<file path="src/rtl/panda_pkg.sv">
// Shared types and helpers for the panda load/store unit.
// Sizes, FSM states and the split-access rule live here so the LSU and its aligner agree.
package panda_pkg;

  typedef enum logic [1:0] {
    SizeByte = 2'b00,
    SizeHalf = 2'b01,
    SizeWord = 2'b10
  } lsu_size_e;

  typedef enum logic [1:0] {
    StIdle,
    StBeat0,
    StBeat1,
    StResp
  } lsu_state_e;

  localparam logic [1:0] SizeIllegal = 2'b11;

  function automatic logic [2:0] size_bytes(input logic [1:0] size);
    case (size)
      SizeByte: size_bytes = 3'd1;
      SizeHalf: size_bytes = 3'd2;
      default:  size_bytes = 3'd4;
    endcase
  endfunction

  // An access that runs past the end of its word needs a second RAM beat
  function automatic logic is_split(input logic [1:0] size, input logic [1:0] offset);
    is_split = ({1'b0, offset} + size_bytes(size)) > 3'd4;
  endfunction

endpackage

</file>
<file path="src/rtl/panda_lsu_align.sv">
// Combinational lane steering: store byte-enables and data shifting, load shift and extension.
// Works on a two-word window so split accesses are handled the same way as aligned ones.
module panda_lsu_align
  import panda_pkg::*;
(
  input  logic [1:0]  size,
  input  logic [1:0]  offset,
  input  logic        is_unsigned,
  input  logic [31:0] store_data,
  input  logic [31:0] beat0_data,
  input  logic [31:0] beat1_data,
  output logic [7:0]  lane_mask,
  output logic [63:0] store_lanes,
  output logic [31:0] load_data
);

  logic [7:0]  base_mask;
  logic [31:0] loaded;

  always_comb begin
    base_mask = 8'h0F;
    case (size)
      SizeByte: base_mask = 8'h01;
      SizeHalf: base_mask = 8'h03;
      default:  base_mask = 8'h0F;
    endcase
    lane_mask   = base_mask << offset;
    store_lanes = {32'h0, store_data} << {offset, 3'b000};

    loaded = 32'({beat1_data, beat0_data} >> {offset, 3'b000});
    case (size)
      SizeByte: load_data = {{24{~is_unsigned & loaded[7]}}, loaded[7:0]};
      SizeHalf: load_data = {{16{~is_unsigned & loaded[15]}}, loaded[15:0]};
      default:  load_data = loaded;
    endcase
  end

endmodule

</file>
<file path="src/rtl/panda_lsu.sv">
// Load/store unit bridging byte-addressed requests onto a 32-bit word RAM.
// Misaligned accesses crossing a word boundary are issued as two RAM beats.
module panda_lsu
  import panda_pkg::*;
#(
  parameter int AddrWidth    = 32,
  parameter int RamAddrWidth = 10,
  parameter int ReadLatency  = 1
) (
  input  logic                    clk_i,
  input  logic                    rst_ni,
  input  logic                    req_valid_i,
  output logic                    req_ready_o,
  input  logic                    req_we_i,
  input  logic [1:0]              req_size_i,
  input  logic                    req_unsigned_i,
  input  logic [AddrWidth-1:0]    req_addr_i,
  input  logic [31:0]             req_wdata_i,
  output logic                    rsp_valid_o,
  output logic [31:0]             rsp_rdata_o,
  output logic                    rsp_err_o,
  output logic                    ram_ce_o,
  output logic [3:0]              ram_we_o,
  output logic [RamAddrWidth-1:0] ram_addr_o,
  output logic [31:0]             ram_wdata_o,
  input  logic [31:0]             ram_rdata_i
);

  localparam logic [RamAddrWidth-1:0] WordStep = 1;

  lsu_state_e state_q, state_d;

  logic                    we_q;
  logic [1:0]              size_q;
  logic                    unsigned_q;
  logic [1:0]              offset_q;
  logic [RamAddrWidth-1:0] waddr_q;
  logic [31:0]             wdata_q;
  logic                    split_q;
  logic                    err_q;
  logic [31:0]             cap0_q;
  logic [31:0]             cap1_q;

  logic        accept;
  logic        req_err;
  logic [31:0] beat0_word;
  logic [31:0] beat1_word;
  logic [7:0]  lane_mask;
  logic [63:0] store_lanes;
  logic [31:0] load_data;

  assign accept  = req_valid_i && (state_q == StIdle);
  assign req_err = (req_size_i == SizeIllegal) || ((req_addr_i >> (RamAddrWidth + 2)) != '0);

  // With a registered RAM the final beat's data is still on ram_rdata_i during RESP
  assign beat0_word = ((ReadLatency != 0) && !split_q) ? ram_rdata_i : cap0_q;
  assign beat1_word = (ReadLatency != 0) ? ram_rdata_i : cap1_q;

  panda_lsu_align u_align (
    .size        (size_q),
    .offset      (offset_q),
    .is_unsigned (unsigned_q),
    .store_data  (wdata_q),
    .beat0_data  (beat0_word),
    .beat1_data  (beat1_word),
    .lane_mask   (lane_mask),
    .store_lanes (store_lanes),
    .load_data   (load_data)
  );

  always_ff @(posedge clk_i or negedge rst_ni) begin
    if (!rst_ni) begin
      state_q    <= StIdle;
      we_q       <= 1'b0;
      size_q     <= 2'b00;
      unsigned_q <= 1'b0;
      offset_q   <= 2'b00;
      waddr_q    <= '0;
      wdata_q    <= '0;
      split_q    <= 1'b0;
      err_q      <= 1'b0;
      cap0_q     <= '0;
      cap1_q     <= '0;
    end else begin
      state_q <= state_d;
      if (accept) begin
        we_q       <= req_we_i;
        size_q     <= req_size_i;
        unsigned_q <= req_unsigned_i;
        offset_q   <= req_addr_i[1:0];
        waddr_q    <= req_addr_i[RamAddrWidth+1:2];
        wdata_q    <= req_wdata_i;
        split_q    <= is_split(req_size_i, req_addr_i[1:0]);
        err_q      <= req_err;
      end
      if (ReadLatency == 0) begin
        if (state_q == StBeat0) cap0_q <= ram_rdata_i;
        if (state_q == StBeat1) cap1_q <= ram_rdata_i;
      end else if (state_q == StBeat1) begin
        cap0_q <= ram_rdata_i;
      end
    end
  end

  always_comb begin
    state_d     = state_q;
    req_ready_o = 1'b0;
    rsp_valid_o = 1'b0;
    rsp_err_o   = 1'b0;
    rsp_rdata_o = '0;
    ram_ce_o    = 1'b0;
    ram_we_o    = 4'h0;
    ram_addr_o  = '0;
    ram_wdata_o = '0;
    case (state_q)
      StIdle: begin
        req_ready_o = 1'b1;
        if (req_valid_i) state_d = req_err ? StResp : StBeat0;
      end
      StBeat0: begin
        ram_ce_o    = 1'b1;
        ram_addr_o  = waddr_q;
        ram_we_o    = we_q ? lane_mask[3:0] : 4'h0;
        ram_wdata_o = store_lanes[31:0];
        state_d     = split_q ? StBeat1 : StResp;
      end
      StBeat1: begin
        ram_ce_o    = 1'b1;
        ram_addr_o  = waddr_q + WordStep;
        ram_we_o    = we_q ? lane_mask[7:4] : 4'h0;
        ram_wdata_o = store_lanes[63:32];
        state_d     = StResp;
      end
      StResp: begin
        rsp_valid_o = 1'b1;
        rsp_err_o   = err_q;
        rsp_rdata_o = (!err_q && !we_q) ? load_data : 32'h0;
        state_d     = StIdle;
      end
      default: state_d = StIdle;
    endcase
  end

endmodule

</file>
<file path="config.mk">
export PLATFORM = sky130hd
export DESIGN_NAME = panda_lsu
export DESIGN_NICKNAME = d
export VERILOG_FILES = /design/src/rtl/panda_pkg.sv /design/src/rtl/panda_lsu_align.sv /design/src/rtl/panda_lsu.sv
export SDC_FILE = /design/constraint.sdc
export NUM_CORES = 1
export LEC_CHECK = 0
export CORE_ASPECT_RATIO = 1.2
export CORE_MARGIN = 2
export CORE_UTILIZATION = 52
export CTS_CLUSTER_SIZE = 16
export DETAILED_ROUTE_END_ITERATION = 7
export PLACE_DENSITY_LB_ADDON = 0.1
export SLEW_MARGIN = 30
export SYNTH_ARGS = -nofsm -noshare
export SYNTH_HDL_FRONTEND = slang
export SYNTH_SLANG_ARGS = --single-unit
</file>
<file path="constraint.sdc">
create_clock -name clk_i -period 8.6 [get_ports clk_i]
set_clock_uncertainty 0.2 [all_clocks]
set_input_delay 2.58 -clock clk_i [delete_from_list [all_inputs] [get_ports clk_i]]
set_output_delay 2.58 -clock clk_i [all_outputs]
set_load 0.005 [all_outputs]
</file>
==> results of run 1 <==
## registers in the layout (all words and copies together), names as in the netlist
register	cells
offset_q	2
state_q	2
size_q	2
wdata_q	32
err_q	1
we_q	1
cap0_q	32
waddr_q	10
split_q	1
unsigned_q	1
## area by class of cell
| class | instances | area (um2) |
|---|---|---|
| fillers | 919 | 3522 |
| inverters | 10 | 37.54 |
| well taps | 161 | 201.4 |
| repair buffers | 189 | 1881 |
| clock inverters | 4 | 50.05 |
| flip-flops and latches | 84 | 2107 |
| multi-input cells | 451 | 3901 |
| clock buffers | 12 | 246.5 |
## layer usage
metal	GRT usage (%)	wire (um)
met5	0	0
met4	11.13	454
met3	5.233	1077
met2	46.17	8812
met1	32.59	7074
## logic make-up after synthesis
logic type / Yosys count / synth area share, %
flops: 84 / 33.37
mux: 182 / 35.49
simple gates: 144 / 11.34
xor+xnor: 4 / 0.5562
buf+inv: 60 / 4.965
fa+ha+maj: 7 / 1.509
compound gates: 114 / 12.77
## through the flow
step           hold slack [ps]  utilization, %  instances  cell area (um2)  total power [mW]
3_3_place_gp             280.9           67.94        895             8117             2.489
5_1_grt                  316.4           70.52        911             8424             3.141
2_1_floorplan            258.1               -        595             6300             1.997
4_1_cts                  308.7           70.52        911             8424             2.958
6_report                 304.6           70.52        911             8424             2.956
3_5_place_dp             282.6           68.04        895             8128             2.556
## power groups by stage
| stage | clock [mW] | sequential, mW | combinational (mW) |
|---|---|---|---|
| floorplan | 0 | 0.734 | 1.26 |
| global placement | 0 | 0.825 | 1.66 |
| detailed placement | 0 | 0.844 | 1.71 |
| CTS | 0.393 | 0.841 | 1.72 |
| global route | 0.409 | 0.881 | 1.85 |
| finish | 0.386 | 0.844 | 1.73 |
## worst reg2reg max path: stages, from the launching register on
cell and delay (ps):
dfrtp_1 420, inv_1 110, ha_2 420, buf_4 460, mux2_2 410
## placed cells by master (no fill, tap or decap), types with 10 or more instances in the layout
master / count
clkdlybuf4s50_1: 183
mux2_2: 94
dfrtp_1: 82
mux2i_1: 58
nor2_1: 49
nand2_1: 39
o21ai_0: 22
mux4_2: 22
a211oi_1: 12
o211ai_1: 12
o22a_1: 11
a22oi_1: 10
a21oi_1: 10
a22o_1: 10
nand3_2: 10
## path summary, 6_finish.rpt
path                                                end  slack (ps)                   start  cells past startpoint
worst max-delay path                    rsp_rdata_o[31]        1130         ram_rdata_i[15]                      6
worst min-delay path              cap0_q[1]$_DFFE_PN0P_         300   cap0_q[1]$_DFFE_PN0P_                      1
worst max register to register   cap0_q[26]$_DFFE_PN0P_        6470  state_q[0]$_DFFE_PN0P_                      4
worst min register to register    cap0_q[1]$_DFFE_PN0P_         300   cap0_q[1]$_DFFE_PN0P_                      1
max in group asynchronous       offset_q[0]$_DFFE_PN0P_        5560                  rst_ni                      1
min in group asynchronous        cap0_q[23]$_DFFE_PN0P_        2070                  rst_ni                      1
==> run_results.csv, run 1 <==
group,metric,value,unit
sta,worst_pin_slew,987.5,ps
finish,area_growth,33.72,%
power,vdd_drop_max,189.2,uV
placement,place_hpwl,12.09,mm
route,wl_per_cell,19.12,um
sta,finalSetupViolations,0,
power,p_sw,1.183,mW
clock_network,htree_levels,3,
hold_path,min_path_type,"reg -> reg",
power,power_density,350.9,mW/mm2
synth,yosysMostFrequentCell,"mux2_2",
sta,layout_setup_ws,1128,ps
synth,synth_edf_count,0,
die,start_util,52.73,%
setup_path,critPathTopFamily,"buffers and inverters",
setup_path,critPathSlowestCell,"mux4_2",
synth,synth_top_area_cell,"dfrtp_1",
synth,async_flop_share,100.0,%
clock_network,cts_tree,"yes",
power,p_clk_share,13.1,%
global_routing,antenna_found_initial,0,
setup_path,crit_arrival,4690,ps
power,leakage,3.376,nW
setup_path,critPathLaunchType,"input port",
sta,rsz0062_at_grt,"false",
finish,num_antenna_cells,0,
global_routing,grt_pass1_vias,5723,
route,drcViolationCount,0,
clock_network,cts_buffer_depth,2,
clock_network,cts-buffers-inserted,9,
synth,synth_top_area_share,33.37,%
die,pin_count,185,
placement,post-place-ws,1134,ps
sta,final_max_slew_viol_count,0,
power,switching_share,40.03,%
route,dr.pass1.iters,5,
clock_network,cts_hold_buffers,0,
global_routing,grt_use_total,26.77,%
synth,synth.distinct_cells,54,
sta,fin_crit_sh,86.88,%
setup_path,crit_chain,"clkdlybuf4s50_1 > mux2_4 > mux4_2 > nand2_4 > nand3_1 > clkdlybuf4s50_1",
route,via_count,5446,
clock_network,post_cts_buffers,0,
synth,synth_fp_nets,705,
run,drv_cap,0,
global_routing,grt_first_pass_wirelength,28.23,mm
power,seqPwrFrac,28.6,%
global_routing,grt-ovfl-total,0,
sta,fin_setup_tns,0,ps
setup_path,slowest_delay,510,ps
synth,syn_area,0.006300,mm2
sta,min_period,7472,ps
power,p_int,1.773,mW
die,die_w,104.5,um
synth,synth_area_per_cell,10.59,um2
route,viasPerCell,5.978,
clock_network,clkTransAtPathRegs,60,ps
setup_path,cp_max_fo,16,
clock_network,cts.sink_count,84,
die,die_area,0.01301,mm2
setup_path,critPathCaptureType,"output pin",
finish,drive_gt1_share,21.33,%
synth,ys_seq_area_share,33.37,%
finish,fin_nets,855,
clock_network,ctsResizeCount,0,
synth,ys_seq_elements,84,
sta,timing.fmax,133.8,MHz
route,wl,17.42,mm
setup_path,crit_required,5820,ps
sta,hold_viol,0,
synth,ys_warn_count,0,
placement,numPortBuffers,184,
die,rows,44,
route,postRouteAntennaNets,0,
route,drt_iter0_markers,307,
global_routing,grt_max_degree,85,
outcome,outcome,"finished clean",
synth,yosys-top-cells-area,"dfrtp_1, mux2_2, mux2i_1, mux4_2, nor2_1",
die,die_y,124.6,um
synth,synth_flop_cell,"dfrtp_1",
clock_network,ctsRootBufferMaster,"clkbuf_16",
die,core,0.01195,mm2
setup_path,path_buf_inv,2,
sta,relSlewSlack,34.03,%
setup_path,cp_common_cell,"clkdlybuf4s50_1",
synth,synthCells,595,
setup_path,critPathKind,"in -> out",
power,combinationalPowerShare,58.4,%
synth,yosys-top-cells-count,"mux2_2, dfrtp_1, mux2i_1, nor2_1, nand2_1",
placement,gp_congestion,0.9004,
clock_network,insertion_delay,340,ps
Note: power is estimated with default switching activity, not from simulation.
==> run 2: changes to the inputs <==
--- a/config.mk
+++ b/config.mk
@@ -7,10 +7,10 @@
 export LEC_CHECK = 0
 export CORE_ASPECT_RATIO = 1.2
 export CORE_MARGIN = 2
-export CORE_UTILIZATION = 52
+export CORE_UTILIZATION = 50
 export CTS_CLUSTER_SIZE = 16
 export DETAILED_ROUTE_END_ITERATION = 7
-export PLACE_DENSITY_LB_ADDON = 0.1
+export PLACE_DENSITY = 0.85
 export SLEW_MARGIN = 30
 export SYNTH_ARGS = -nofsm -noshare
 export SYNTH_HDL_FRONTEND = slang
==> run 2 against run 1 <==
Net effect:
- die area grew 3.9%
- first-iteration DRC count rose by 23%
- routed wire length rose by 3.0%
- final area increased by 0.45%
- count of clock-buffer cells in the layout down 3
- critical path type unchanged
- largest cell class unchanged
==> run_results.csv, run 2 (synthesized netlist as in run 1, its figures left out) <==
group,metric,value,unit
outcome,outcome,"finished clean",
sta,holdWs,309.6,ps
clock_network,cts_buffer_depth,2,
placement,post-place-ws,1201,ps
hold_path,min_path_type,"reg -> reg",
route,dr.pass1.iters,5,
sta,fin_setup_tns,0,ps
clock_network,ctsRootBufferMaster,"clkbuf_16",
clock_network,cts_hold_buffers,0,
power,power_density,356.3,mW/mm2
sta,layout_setup_ws,1190,ps
clock_network,clkTransAtPathRegs,60,ps
route,postRouteAntennaNets,0,
placement,gp_congestion,0.9059,
finish,fin_cells,913,
die,die_y,127.0,um
global_routing,grt-ovfl-total,0,
setup_path,crit_required,5820,ps
power,vdd_drop_max,188.7,uV
sta,final_max_slew_viol_count,0,
global_routing,grt_pass1_vias,5696,
finish,area_growth,34.32,%
global_routing,grt_first_pass_wirelength,29.46,mm
power,finalPower,3.015,mW
die,pin_count,185,
setup_path,crit_chain,"clkdlybuf4s50_1 > mux2_4 > mux4_2 > nand2_4 > nand3_2 > clkdlybuf4s50_1",
clock_network,htree_levels,3,
placement,numPortBuffers,184,
finish,fin_nets,857,
die,start_util,51.55,%
global_routing,grt_use_total,27.25,%
global_routing,grt_max_degree,56,
route,wl,17.94,mm
setup_path,slowest_delay,500,ps
finish,reg_top3,"cap0_q (32), wdata_q (32), waddr_q (10)",
finish,mostFrequentLayoutCell,"clkdlybuf4s50_1",
setup_path,critPathLaunchType,"input port",
die,die_w,106.5,um
sta,fin_crit_sh,86.16,%
route,viasPerCell,6.050,
clock_network,ctsResizeCount,0,
sta,finalSetupViolations,0,
power,leakage,3.400,nW
route,drt_iter0_markers,379,
placement,dp.cells,897,
finish,drive_gt1_share,21.68,%
setup_path,cp_common_cell,"clkdlybuf4s50_1",
sta,hold_viol,0,
clock_network,cts-buffers-inserted,9,
global_routing,antenna_found_initial,0,
clock_network,cts_tree,"yes",
run,drv_cap,0,
sta,worst_pin_slew,941.7,ps
sta,min_period,7410,ps
route,drcViolationCount,0,
sta,rsz0062_at_grt,"false",
finish,mostFrequentLayoutCells,"clkdlybuf4s50_1, mux2_2, dfrtp_1, mux2i_1, nor2_1",
placement,place_hpwl,12.58,mm
setup_path,critPathKind,"in -> out",
sta,timing.fmax,135.0,MHz
sta,relSlewSlack,37.22,%
setup_path,crit_arrival,4630,ps
die,core,0.01222,mm2
clock_network,post_cts_buffers,0,
setup_path,cp_max_fo,16,
clock_network,cts.sink_count,84,
finish,num_antenna_cells,0,
clock_network,insertion_delay,330,ps
setup_path,critPathCaptureType,"output pin",
die,rows,44,
route,wl_per_cell,19.65,um
die,die_area,0.01352,mm2
setup_path,critPathSlowestCell,"mux4_2",
route,via_count,5524,
run 2: cell count changes in the layout (fill, tap and decap cells not counted), moves of 2 or more:
cell | previous run | this run
clkbuf_1 | 2 | 0
buf_4 | 5 | 8
inv_6 | 0 | 3
clkinvlp_4 | 2 | 0
run 2: worst max-delay path: cells and delay by family:
family                 cells  cell delay [ps]
and+or+nand+nor            2              320
buffers and inverters      2              930
muxes                      2              800
run 2: layer usage:
metal	wire length, um	global-route usage (%)
met1	7256	34.88
met4	278	8.174
met2	9171	46.53
met5	0	0
met3	1233	5.704
run 2: path summary, 6_finish.rpt:
| path | startpoint | to | slack, ps | cells after the start |
|---|---|---|---|---|
| setup / recovery | ram_rdata_i[15] | rsp_rdata_o[26] | 1190 | 6 |
| hold / removal | cap0_q[4]$_DFFE_PN0P_ | cap0_q[4]$_DFFE_PN0P_ | 310 | 1 |
| setup reg to reg | state_q[1]$_DFFE_PN0P_ | wdata_q[10]$_DFFE_PN0P_ | 6290 | 5 |
| hold reg to reg | cap0_q[4]$_DFFE_PN0P_ | cap0_q[4]$_DFFE_PN0P_ | 310 | 1 |
| max in group asynchronous | rst_ni | wdata_q[26]$_DFFE_PN0P_ | 5170 | 2 |
| min in group asynchronous | rst_ni | split_q$_DFFE_PN0P_ | 2020 | 1 |
run 2: power breakdown:
| group | internal [mW] | switching [mW] |
|---|---|---|
| Combinational | 0.943 | 0.770 |
| Sequential | 0.602 | 0.275 |
| Clock | 0.257 | 0.169 |
run 2: through the flow:
stage	area (um2)	util, %
after global placement	8128	66.50
final	8462	69.24
after floorplan	6300	-
after detailed placement	8138	66.58
after global routing	8462	69.24
after CTS	8459	69.22
run 2: area by class of cell:
class	count	area [um2]
Fill cell	909	3760
Clock inverter	7	96.34
Multi-Input combinational cell	451	3902
Sequential cell	84	2107
Tap cell	161	201.4
Timing Repair Buffer	191	1892
Clock buffer	9	225.2
Inverter	10	37.54
==> run 3: changes to the inputs <==
==> constraint.sdc (replaced) <==
create_clock -name clk_i -period 8.6 [get_ports clk_i]
set_clock_uncertainty 0.2 [all_clocks]
set_input_delay 1.72 -clock clk_i [delete_from_list [all_inputs] [get_ports clk_i]]
set_output_delay 1.72 -clock clk_i [all_outputs]
set_load 0.005 [all_outputs]
==> run 3 against run 2 <==
Net effect:
- setup slack improved by 1700 ps
- non-clock buffer count is 1 lower
- clock power shrank 11%
==> run_results.csv, run 3 (synthesized netlist as in run 1, its figures left out) <==
group,metric,value,unit
hold_path,min_to,"err_q$_DFFE_PN0P_",
finish,reg_top3,"cap0_q (32), wdata_q (32), waddr_q (10)",
run,drv_cap,0,
sta,layout_setup_ws,2874,ps
power,p_int,1.768,mW
clock_network,post_cts_buffers,0,
clock_network,htree_levels,3,
setup_path,ff2ff_setup_slack,6300,ps
clock_network,cts.sink_count,84,
clock_network,cts-buffers-inserted,9,
outcome,outcome,"finished clean",
power,switching_share,40.45,%
setup_path,path_buf_inv,2,
die,start_util,51.55,%
hold_path,min-delay-start,"err_q$_DFFE_PN0P_",
power,leakage,3.375,nW
finish,mostFrequentLayoutCells,"clkdlybuf4s50_1, mux2_2, dfrtp_1, mux2i_1, nor2_1",
die,pin_count,185,
route,drcViolationCount,0,
setup_path,critPathTopFamily,"buffers and inverters",
global_routing,grt-ovfl-total,0,
clock_network,clkTransAtPathRegs,60,ps
finish,drive_gt1_share,21.17,%
global_routing,grt_pass1_vias,5541,
setup_path,crit_required,6680,ps
hold_path,min_path_type,"reg -> reg",
placement,place_hpwl,12.56,mm
setup_path,cp_max_fo,16,
setup_path,cp_common_cell,"clkdlybuf4s50_1",
die,rows,44,
hold_path,min_path_cells,2,
sta,fin_setup_tns,0,ps
global_routing,grt_use_total,26.07,%
sta,min_period,5726,ps
clock_network,ctsRootBufferMaster,"clkbuf_16",
placement,gp_congestion,0.9071,
setup_path,critPathSlowestCell,"mux4_2",
finish,fin_nets,856,
clock_network,cts_tree,"yes",
finish,fin_cells,912,
setup_path,reg2reg_depth,5,
placement,post-place-ws,2917,ps
setup_path,crit_chain,"clkdlybuf4s50_1 > mux2_4 > mux4_2 > nand2_4 > nand3_1 > clkdlybuf4s50_1",
die,core,0.01222,mm2
route,wl_per_cell,19.62,um
die,die_y,127.0,um
placement,numPortBuffers,184,
finish,mostFrequentLayoutCell,"clkdlybuf4s50_1",
sta,timing.fmax,174.6,MHz
sta,hold_viol,0,
clock_network,ctsResizeCount,0,
route,dr.pass1.iters,5,
route,drt_iter0_markers,304,
setup_path,reg2reg_from,"state_q[0]$_DFFE_PN0P_",
setup_path,crit_arrival,3810,ps
route,via_count,5515,
setup_path,critPathLaunchType,"input port",
route,viasPerCell,6.047,
sta,worst_pin_slew,914.5,ps
power,seqPwrFrac,29.2,%
power,power_density,352.6,mW/mm2
power,combinationalPowerShare,58.0,%
sta,fin_crit_sh,66.58,%
clock_network,cts_buffer_depth,2,
die,die_area,0.01352,mm2
route,wl,17.90,mm
placement,dp.cells,896,
sta,relSlewSlack,38.91,%
die,die_w,106.5,um
sta,final_max_slew_viol_count,0,
global_routing,antenna_found_initial,0,
power,p_sw,1.201,mW
global_routing,grt_max_degree,85,
finish,num_antenna_cells,0,
sta,holdWs,300.9,ps
route,postRouteAntennaNets,0,
power,p_clk_share,12.8,%
clock_network,insertion_delay,330,ps
sta,finalSetupViolations,0,
power,vdd_drop_max,182.9,uV
finish,area_growth,33.64,%
setup_path,critPathCaptureType,"output pin",
global_routing,grt_first_pass_wirelength,28.14,mm
clock_network,cts_hold_buffers,0,
setup_path,critPathKind,"in -> out",
setup_path,r2r_end,"wdata_q[26]$_DFFE_PN0P_",
sta,rsz0062_at_grt,"false",
setup_path,slowest_delay,510,ps
run 3: layer usage:
layer	wire, um	global-route usage, %	vias up
li1	-	-	2529
met1	7335	32.81	2736
met2	9087	44.61	221
met3	1192	5.498	29
met4	282	8.862	0
met5	0	0	-
run 3: how the worst max path moves through the flow:
stage | start | end | cells past startpoint
2_1_floorplan | ram_rdata_i[31] | rsp_rdata_o[20] | 5
3_3_place_gp | ram_rdata_i[15] | rsp_rdata_o[10] | 7
3_5_place_dp | ram_rdata_i[23] | rsp_rdata_o[18] | 6
4_1_cts | ram_rdata_i[23] | rsp_rdata_o[18] | 6
5_1_grt | ram_rdata_i[15] | rsp_rdata_o[8] | 7
6_report | ram_rdata_i[23] | rsp_rdata_o[16] | 6
run 3: worst reg2reg max path: cells and delay by family (launching register included):
| kind | cells | cell delay (ps) |
|---|---|---|
| adders and majority gates | 1 | 280 |
| buffers and inverters | 2 | 630 |
| DFF | 1 | 430 |
| muxes | 1 | 440 |
| and+or+nand+nor | 1 | 200 |
run 3: power by group through the flow:
stage	clock [mW]	combinational [mW]	sequential, mW
floorplan	0	1.26	0.734
global placement	0	1.64	0.838
detailed placement	0	1.71	0.866
CTS	0.385	1.72	0.859
global route	0.406	1.85	0.900
finish	0.379	1.72	0.867
run 3: layout make-up:
class / instances / area [um2]
Multi-Input combinational cell: 451 / 3900
Fill cell: 941 / 3802
Sequential cell: 84 / 2107
Timing Repair Buffer: 190 / 1888
Clock buffer: 11 / 232.7
Tap cell: 161 / 201.4
Clock inverter: 5 / 52.55
Inverter: 10 / 37.54
run 3: stage by stage:
| stage | util (%) | instance area, um2 | total power, mW |
|---|---|---|---|
| final | 68.89 | 8419 | 2.968 |
| after global routing | 68.89 | 8419 | 3.157 |
| after CTS | 68.89 | 8419 | 2.967 |
| after detailed placement | 66.55 | 8134 | 2.578 |
| after global placement | 66.44 | 8120 | 2.483 |
| after floorplan | - | 6300 | 1.997 |
